`src/rtl/my_pkg.sv`:
```
// Shared types for the instruction fetch front end: FSM states, queue entry
// layout and the NOP returned to decode when nothing has been fetched.
package my_pkg;

   typedef enum logic [1:0] {
      IDLE  = 2'd0,
      REQ   = 2'd1,
      WAIT  = 2'd2,
      FLUSH = 2'd3
   } fetch_state_e;

   localparam logic [31:0] NOP_INSTR = 32'h0000_0013;

   typedef struct packed {
      logic [31:0] pc;
      logic [31:0] instr;
   } fetch_entry_t;

endpackage

```
`src/rtl/fetch_fifo.sv`:
```
// Prefetch queue: DEPTH-entry circular buffer of {pc, instr} with push, pop
// and a flush that empties it on the same edge (flush beats push).
module fetch_fifo
   import my_pkg::*;
#(
   parameter int DEPTH = 4
) (
   input  logic                   clk,
   input  logic                   rst_n,
   input  logic                   push,
   input  fetch_entry_t           push_data,
   input  logic                   pop,
   input  logic                   flush,
   output fetch_entry_t           head,
   output logic [$clog2(DEPTH):0] count
);

   localparam int PW = $clog2(DEPTH);
   localparam int CW = PW + 1;

   fetch_entry_t  mem_q [DEPTH];
   logic [PW-1:0] rd_ptr_q, rd_ptr_d;
   logic [PW-1:0] wr_ptr_q, wr_ptr_d;
   logic [CW-1:0] count_q, count_d;

   always_comb begin
      rd_ptr_d = rd_ptr_q;
      wr_ptr_d = wr_ptr_q;
      count_d  = count_q;
      if (flush) begin
         rd_ptr_d = '0;
         wr_ptr_d = '0;
         count_d  = '0;
      end else begin
         if (push) wr_ptr_d = wr_ptr_q + 1'b1;
         if (pop)  rd_ptr_d = rd_ptr_q + 1'b1;
         count_d = count_q + CW'(push) - CW'(pop);
      end
   end

   always_ff @(posedge clk) begin
      if (!rst_n) begin
         rd_ptr_q <= '0;
         wr_ptr_q <= '0;
         count_q  <= '0;
      end else begin
         rd_ptr_q <= rd_ptr_d;
         wr_ptr_q <= wr_ptr_d;
         count_q  <= count_d;
      end
   end

   // Payload needs no reset; count gates every read.
   always_ff @(posedge clk) begin
      if (push && !flush) mem_q[wr_ptr_q] <= push_data;
   end

   assign head  = mem_q[rd_ptr_q];
   assign count = count_q;

   overflow_chk: assert property (@(posedge clk) disable iff (!rst_n)
      !(push && !flush && !pop && count_q == CW'(DEPTH)));

endmodule

```
`src/rtl/fetch_unit.sv`:
```
// Instruction fetch unit: one outstanding IMEM request, prefetch queue to decode,
// branch redirect with response squash. Optional FETCH_PERF_CNT_EN adds the bubble counter.
module fetch_unit
   import my_pkg::*;
#(
   parameter int          DEPTH    = 4,
   parameter logic [31:0] RESET_PC = 32'h0000_0000
) (
   input  logic         CLK,
   input  logic         RSTn,
   input  logic         EN,
   input  logic         START,
   output logic         IMEM_req_o,
   output logic [31:0]  IMEM_addr_o,
   input  logic         IMEM_gnt_i,
   input  logic         IMEM_rvalid_i,
   input  logic [31:0]  IMEM_rdata_i,
   input  logic         BR_redirect_i,
   input  logic [31:0]  BR_target_i,
   input  logic         ID_stall_i,
   output logic [31:0]  ID_instr_o,
   output logic [31:0]  ID_pc_o,
   output logic         ID_valid_o,
   output logic [31:0]  PERF_bubble_o,
   output fetch_state_e dbg_state_o
);

   localparam int            CW      = $clog2(DEPTH) + 1;
   localparam logic [CW-1:0] DEPTH_C = CW'(DEPTH);

   fetch_state_e  state_q, state_d;
   logic [31:0]   fetch_pc_q, fetch_pc_d;
   logic [31:0]   req_pc_q, req_pc_d;
   logic          push, pop, flush, redirect, id_valid, granted;
   logic [CW-1:0] count;
   fetch_entry_t  head, push_data;

   assign id_valid    = (count != '0);
   assign pop         = id_valid && EN && !ID_stall_i;
   assign redirect    = BR_redirect_i && EN;
   assign IMEM_req_o  = (state_q == REQ) && EN && START;
   assign IMEM_addr_o = fetch_pc_q;
   assign granted     = IMEM_req_o && IMEM_gnt_i;
   assign push_data   = '{pc: req_pc_q, instr: IMEM_rdata_i};

   always_comb begin
      state_d    = state_q;
      fetch_pc_d = fetch_pc_q;
      req_pc_d   = req_pc_q;
      push       = 1'b0;
      flush      = 1'b0;
      case (state_q)
         IDLE: begin
            if (redirect) begin
               flush      = 1'b1;
               fetch_pc_d = BR_target_i;
               state_d    = REQ;
            end else if (EN && START && count < DEPTH_C) begin
               state_d = REQ;
            end
         end
         REQ: begin
            // A grant alongside a redirect is still in flight, so its response must be squashed.
            if (redirect) begin
               flush      = 1'b1;
               fetch_pc_d = BR_target_i;
               if (granted) state_d = FLUSH;
            end else if (granted) begin
               req_pc_d   = fetch_pc_q;
               fetch_pc_d = fetch_pc_q + 32'd4;
               state_d    = WAIT;
            end else if (EN && !START) begin
               state_d = IDLE;
            end
         end
         WAIT: begin
            if (redirect) begin
               flush      = 1'b1;
               fetch_pc_d = BR_target_i;
               state_d    = IMEM_rvalid_i ? REQ : FLUSH;
            end else if (IMEM_rvalid_i) begin
               push    = 1'b1;
               state_d = ((count + CW'(1) - CW'(pop)) < DEPTH_C) ? REQ : IDLE;
            end
         end
         FLUSH: begin
            if (redirect) begin
               flush      = 1'b1;
               fetch_pc_d = BR_target_i;
            end
            if (IMEM_rvalid_i) state_d = REQ;
         end
         default: state_d = IDLE;
      endcase
   end

   always_ff @(posedge CLK) begin
      if (!RSTn) begin
         state_q    <= IDLE;
         fetch_pc_q <= RESET_PC;
         req_pc_q   <= '0;
      end else begin
         state_q    <= state_d;
         fetch_pc_q <= fetch_pc_d;
         req_pc_q   <= req_pc_d;
      end
   end

   fetch_fifo #(.DEPTH(DEPTH)) u_fifo (
      .clk       (CLK),
      .rst_n     (RSTn),
      .push      (push),
      .push_data (push_data),
      .pop       (pop),
      .flush     (flush),
      .head      (head),
      .count     (count)
   );

   assign ID_valid_o  = id_valid;
   assign ID_instr_o  = id_valid ? head.instr : NOP_INSTR;
   assign ID_pc_o     = id_valid ? head.pc : 32'h0;
   assign dbg_state_o = state_q;

`ifdef FETCH_PERF_CNT_EN
   logic [31:0] bubble_q, bubble_d;

   always_comb begin
      bubble_d = bubble_q;
      if (EN && START && !id_valid && !ID_stall_i && bubble_q != 32'hFFFF_FFFF)
         bubble_d = bubble_q + 32'd1;
   end

   always_ff @(posedge CLK) begin
      if (!RSTn) bubble_q <= '0;
      else       bubble_q <= bubble_d;
   end

   assign PERF_bubble_o = bubble_q;
`else
   assign PERF_bubble_o = 32'h0;
`endif

endmodule

```
`config.mk`:
```
export PLATFORM = sky130hd
export DESIGN_NAME = fetch_unit
export DESIGN_NICKNAME = d
export VERILOG_FILES = /design/src/rtl/my_pkg.sv /design/src/rtl/fetch_fifo.sv /design/src/rtl/fetch_unit.sv
export SDC_FILE = /design/constraint.sdc
export NUM_CORES = 1
export LEC_CHECK = 0
export BUFFER_PORTS_ARGS = -buffer_cell sky130_fd_sc_hd__buf_2
export CORE_MARGIN = 5
export CORE_UTILIZATION = 35
export DETAILED_ROUTE_END_ITERATION = 7
export PLACE_DENSITY = 0.67
export SLEW_MARGIN = 20
export SYNTH_ARGS = -nofsm -noshare
export SYNTH_HDL_FRONTEND = slang
export SYNTH_SLANG_ARGS = --single-unit
```
`constraint.sdc`:
```
create_clock -name CLK -period 3 [get_ports CLK]
set_input_delay 0.6 -clock CLK [delete_from_list [all_inputs] [get_ports CLK]]
set_output_delay 0.6 -clock CLK [all_outputs]
set_load 0.1 [all_outputs]
```
==> run metrics, run 1 <==
DR vias 8189; R2R Path Start dbg_state_o[0]; layout net count 1178; Pwr per Cell Area 640 mW/mm²; clock sinks 331; Core Rows 72; status finished, final reports clean; Worst-Margin Slew 0.943 ns; Final setup viols 0; Avg Cell Area, Syn 15.0 µm²; max-cap violations 0; DRC 0; Mapped Cells 907; Fillers 3547; FF-to-FF End u_fifo.count[2]; CP arrival 2.26 ns; Critical Path Fanout Max 30; post-synthesis sequential area ratio 67.7%; initial antenna violation count 0; clk buf depth 3; CP endpoint ID_instr_o[2]; Worst path slowest cell dfxtp_4; Iter 0 DRT Violations 569; Cell variety after synth 52; Reg clk slew, reported paths 0.06 ns; Final Hold Viols 0; H-tree depth 2; FF+latch count, synth 331; reg2reg path depth 9; Hold Buf Count CTS 0; final WL 32.4 mm; CTS tree built; PnR worst setup slack 0.144 ns; GRT Residual Overflow 0; # port buffers 171; GPL Wtd Cong 0.868; Layout area overhead 20.5%; Final Cycle Share 95.2%; vias in the first global route 8358; maximum achievable frequency 350 MHz; clock skew 0.0160 ns; R2R setup slack 0.54 ns; crit-path max cell delay 0.71 ns; critical path type reg -> out; mapped cell area 0.0136 mm²; critical path capture point type output port; first-pass GRT wire length 49.5 mm; Slew Limit Headroom 37.0%; type of the most critical hold path in -> reg; Inserted Clock Buffers 36; Via density 5.01; Core Footprint 0.0386 mm²; GR Layer Usage met2 23.9%; die height 207 µm; post-DP HPWL 21.0 mm; RSZ-0062 raised after global routing false; asr flop ratio synth 0%; Worst Path Required 2.40 ns; Root Buffer clkbuf_16; layout cell share with drive strength beyond 1 29.9%; ys flop type edfxtp_1; DRT antenna net count 0; Worst setup SP type flip-flop; global route hottest layer met2; # IOs 204; Ant. Diodes 0; Clock Latency Late Sink 0.50 ns; Total GRT Usage 15.0%; fin. max-slew vios 0; met3 usage 3.11%; Syn. warnings 0; Static Leakage 0.00574 µW; dpl ws 0.400 ns; VDD IR max 387 µV; minimum clock period 2.86 ns; Initial Util 35.2%; Wirelength per Cell 19.8 µm; drt pass-1 iters 5; die width 207 µm; M1 GR Usage 21.3%; largest net degree at the start of global routing 65; die area 0.0428 mm²; Overall Power 10500 µW; hold slack 0.317 ns; Post-synth EDFFs 256; critical-path cell list buf_12 -> mux4_2 -> and2_1 -> clkbuf_4
==> cells in the final DEF, fill, tap and decap left out, types with 5 or more instances in the layout <==
master     Yosys  final
nor3_1        14     13
buf_2         12    133
xor2_1        11     11
buf_4         32     18
clkinv_1       0      7
nor2_1        28     28
ha_1          13     13
xnor2_1        5      5
inv_1         13     12
and3_4         1      5
and2_1        67     67
clkinv_2       0      5
buf_12         0     10
clkbuf_16      0     37
dfxtp_1       75     73
nand3_1       13     13
clkbuf_4       0     34
edfxtp_1     256    256
a21oi_1       58     58
nand4_1       17     17
a211oi_1      13     13
nand2_1       93     93
conb_1         1     32
and3_1         9      5
o221ai_1       5      5
mux4_2        64     64
o21ai_0       19     19
clkbuf_1      34      7
==> final cells by class <==
type | count | area [µm²] | share of cell area (%)
clock buffer | 46 | 980 | 5.99
clock inverter | 16 | 150 | 0.918
inverter | 14 | 52.6 | 0.321
multi-input combinational | 512 | 4040 | 24.7
sequential | 331 | 9200 | 56.2
tap | 518 | 648 | 3.96
timing repair buffer | 197 | 1290 | 7.92
==> critical path, delay by kind of cell (launching register included) <==
kind	cells	cell delay (ns)
mux	1	0.30
flops	1	0.71
buf+inv	2	0.54
simple gates	1	0.18
==> where the power goes <==
group	total, µW	internal (µW)	switching (µW)
Clock	4250	2560	1690
Combinational	1150	210	937
Sequential	5070	4960	115
==> flip-flops by register name, indices dropped and copies added, names as in the netlist, named ones only <==
| name | count |
|---|---|
| req_pc_q | 32 |
| u_fifo.wr_ptr_q | 2 |
| u_fifo.rd_ptr_q | 2 |
| u_fifo.count | 3 |
| IMEM_addr_o | 32 |
| dbg_state_o | 2 |
| u_fifo.mem_q | 256 |
==> cell usage after synthesis (all sizes together), types with 2 or more instances <==
master	n	area [µm²]
a211oi	13	97.6
a21boi	2	15.0
a21oi	58	290
a22oi	2	15.0
a311oi	3	26.3
a31oi	4	25.0
and2	67	419
and3	13	90.1
buf	47	312
clkbuf	34	128
dfxtp	75	1500
edfxtp	256	7690
ha	13	163
inv	14	52.6
mux2i	2	20.0
mux4	64	1440
nand2	93	349
nand3	13	65.1
nand4	18	128
nor2	28	105
nor3	14	70.1
nor4	7	80.1
o21a	4	30.0
o21ai	19	95.1
o221ai	5	43.8
or2	4	25.0
or3	4	25.0
xnor2	5	43.8
xor2	11	96.3
==> metrics by stage <==
step                      cells  setup TNS [ns]  util [%]  instance area (µm²)
after global placement     1570               0      39.2                15100
after floorplan             938           -1.19         -                13700
final                      1634               0      42.4                16400
after global routing       1634               0      42.4                16400
after CTS                  1634               0      42.2                16300
after detailed placement   1570               0      39.2                15100
==> metal layers <==
| metal | routed length (µm) | vias to the layer above | part of all wire (%) |
|---|---|---|---|
| met5 | 0 | - | 0 |
| met4 | 549 | 0 | 1.7 |
| met3 | 2390 | 43 | 7.4 |
| met2 | 15100 | 282 | 47 |
| met1 | 14400 | 4117 | 44 |
| li1 | - | 3747 | - |
==> cell families after synthesis <==
family	share of synthesized area, %
and+or+nand+nor	10.2
other	0.0276
DFF	67.7
buffers and inverters	3.62
adders and majority gates	1.35
xor gates and xnor gates	1.03
AOI/OAI and AO/OA	5.32
muxes	10.8
==> timing repair <==
action                     in CTS  in global routing
gates resized for setup         6                 34
setup endpoints to repair      20                 34
setup buffers                   2                  0
==> worst min path at each step <==
stage	start	to	slack, ns	cells past startpoint
2_1_floorplan	req_pc_q[0]	u_fifo.mem_q[0][32]	0.46	0
3_3_place_gp	IMEM_addr_o[1]	req_pc_q[1]	0.46	2
3_5_place_dp	IMEM_addr_o[1]	req_pc_q[1]	0.46	2
4_1_cts	IMEM_rdata_i[14]	u_fifo.mem_q[0][14]	0.29	1
5_1_grt	IMEM_rdata_i[31]	u_fifo.mem_q[2][31]	0.30	1
6_report	IMEM_rdata_i[14]	u_fifo.mem_q[0][14]	0.32	1
(Power assumes the default switching activity.)
==> run 2: changes to the inputs <==
CAP_MARGIN = 20   (was not set)
GPL_TIMING_DRIVEN = 0   (was not set)
RECOVER_POWER = 100   (was not set)
==> run 2 against run 1 <==
Compared with the run above:
- critical path depth unchanged
- clock power about the same
- setup slack got worse by 0.052 ns
- sequential share of layout area decreased by 0.58 points
- clock skew decreased by 0.0071 ns
==> run metrics, run 2 (synthesis results as in run 1) <==
status finished, final reports clean; DRT antenna net count 0 (unchanged); CP endpoint ID_instr_o[4]; first-pass GRT wire length 50.3 mm (+1.7%); die height 207 µm (unchanged); critical-path cell list buf_4 -> mux4_2 -> or2_2 -> clkbuf_2; Ant. Diodes 0 (unchanged); critical path's top delay family buffers and inverters; Overall Power 10500 µW (+0.24%); Slew Limit Headroom 14.6% (-22 points); GPL Wtd Cong 0.899 (+3.6%); final WL 33.3 mm (+2.8%); type of the most critical hold path in -> reg; Core Footprint 0.0386 mm² (unchanged); clock skew 0.00883 ns (-0.00714 ns); Final Hold Viols 0 (unchanged); Final setup viols 0 (unchanged); critical path type reg -> out; Reg clk slew, reported paths 0.06 ns (about the same); Core Rows 72 (unchanged); VDD IR max 406 µV (+4.9%); critical path capture point type output port; sw frac 26.9% (+0.72 points); Iter 0 DRT Violations 526 (-7.6%); Hold Buf Count CTS 0 (unchanged); initial antenna violation count 0 (unchanged); hold slack 0.354 ns (+0.0372 ns); Total GRT Usage 15.3% (+0.39 points); Final Cycle Share 97.0% (+1.7 points); Root Buffer clkbuf_16; CTS tree built; Inserted Clock Buffers 36 (unchanged); Initial Util 35.2% (unchanged); Worst setup SP type flip-flop; FF-to-FF End u_fifo.count[2]; die area 0.0428 mm² (unchanged); CP arrival 2.31 ns (+0.05 ns); fin. max-slew vios 0 (unchanged); GRT Residual Overflow 0 (unchanged); Layout area overhead 21.7%; Top reg by flops u_fifo.mem_q; Psw 2830 µW (+3.0%); R2R setup slack 0.26 ns (-0.28 ns); # IOs 204 (unchanged); Comb power frac 11.3% (+0.3 points); RSZ-0062 raised after global routing false; DRC 0 (unchanged); drt pass-1 iters 7 (+2); layout net count 1242 (+5.4%); H-tree depth 2 (unchanged); Static Leakage 0.00569 µW (-0.87%); vias in the first global route 8442 (+1.0%); DR vias 8404 (+2.6%); Via density 4.95 (-1.3%); Int Pwr 7670 µW (-0.74%); commonest cells after routing, fill and taps aside edfxtp_1 (256), clkbuf_1 (100), nand2_1 (93); post-DP HPWL 22.6 mm (+8.0%); critical path depth 4 (unchanged); # port buffers 171 (unchanged); die width 207 µm (unchanged); layout cell share with drive strength beyond 1 26.1% (-3.8 points); clk buf depth 3 (unchanged); Pwr per Cell Area 635 mW/mm² (-0.77%); max FFs per register 256 (unchanged); largest net degree at the start of global routing 45 (-31%); worst path bufs/invs 2 (unchanged); Worst path slowest cell mux4_2; Flop pwr share 48.4% (about the same); Worst-Margin Slew 1.29 ns (+0.343 ns); Worst Path Required 2.40 ns (about the same); Wirelength per Cell 19.6 µm (-1.1%); Critical Path Fanout Max 10 (-67%); maximum achievable frequency 344 MHz (-1.8%); commonest non-fill, non-tap cell in the layout edfxtp_1; crit-path max cell delay 0.49 ns (-0.22 ns); clock sinks 331 (unchanged); Clock Latency Late Sink 0.51 ns (about the same); max-cap violations 0 (unchanged); minimum clock period 2.91 ns (+0.0525 ns); reg2reg path depth 12 (+3); R2R Path Start u_fifo.count[1]; clock network power share 40.4% (-0.2 points)
## run 2: what timing repair did
| item | CTS | global route |
|---|---|---|
| endpoints found under the setup margin | 65 | 39 |
| gates resized for setup | 32 | 34 |
| setup buffers | 4 | 3 |
| pin swaps | 1 | 0 |
## run 2: routing by layer
layer / vias up / GRT usage (%) / share of wire, %
met5: - / 0 / 0
met4: 0 / 3.97 / 2.3
met3: 49 / 3.42 / 7.5
met2: 337 / 24.9 / 47
met1: 4133 / 21.2 / 43
li1: 3885 / - / -
## run 2: how the worst min path moves through the flow
stage | start | endpoint | slack (ns) | cells after the start
after CTS | IMEM_rdata_i[17] | u_fifo.mem_q[3][17] | 0.28 | 1
after detailed placement | IMEM_addr_o[31] | req_pc_q[31] | 0.48 | 2
after global routing | IMEM_rdata_i[3] | u_fifo.mem_q[3][3] | 0.35 | 1
final | IMEM_rdata_i[17] | u_fifo.mem_q[3][17] | 0.35 | 1
after floorplan | req_pc_q[0] | u_fifo.mem_q[0][32] | 0.46 | 0
after global placement | IMEM_addr_o[31] | req_pc_q[31] | 0.48 | 2
## run 2: area by class of cell
class                   instances  area (µm²)
clock buffers                  43         968
plain buffers                  79         468
inverters                      14        56.3
multi-input cells             512        4020
repair buffers                182        1000
well taps                     518         648
clock inverters                20         166
fillers                      3606       22000
flip-flops and latches        331        9190
## run 2: metrics by stage
step	std cells	utilization [%]	cell area [µm²]	worst slack, ns	TNS [ns]
after floorplan	938	-	13700	-0.00465	-1.19
after global placement	1627	39.4	15200	-0.502	-105.62
after detailed placement	1631	39.7	15300	-0.516	-20.88
after CTS	1696	42.9	16600	0.00783	0
after global routing	1699	42.9	16500	0.00400	0
final	1699	42.9	16500	0.0913	0
## run 2: power by group through the flow
stage                     logic, µW  registers [µW]  clock network (µW)
after global routing           1250            5080                4550
after detailed placement       1190            5170                   0
after floorplan                 571            5500                   0
final                          1180            5070                4240
after global placement         1180            5170                   0
after CTS                      1200            5070                4350
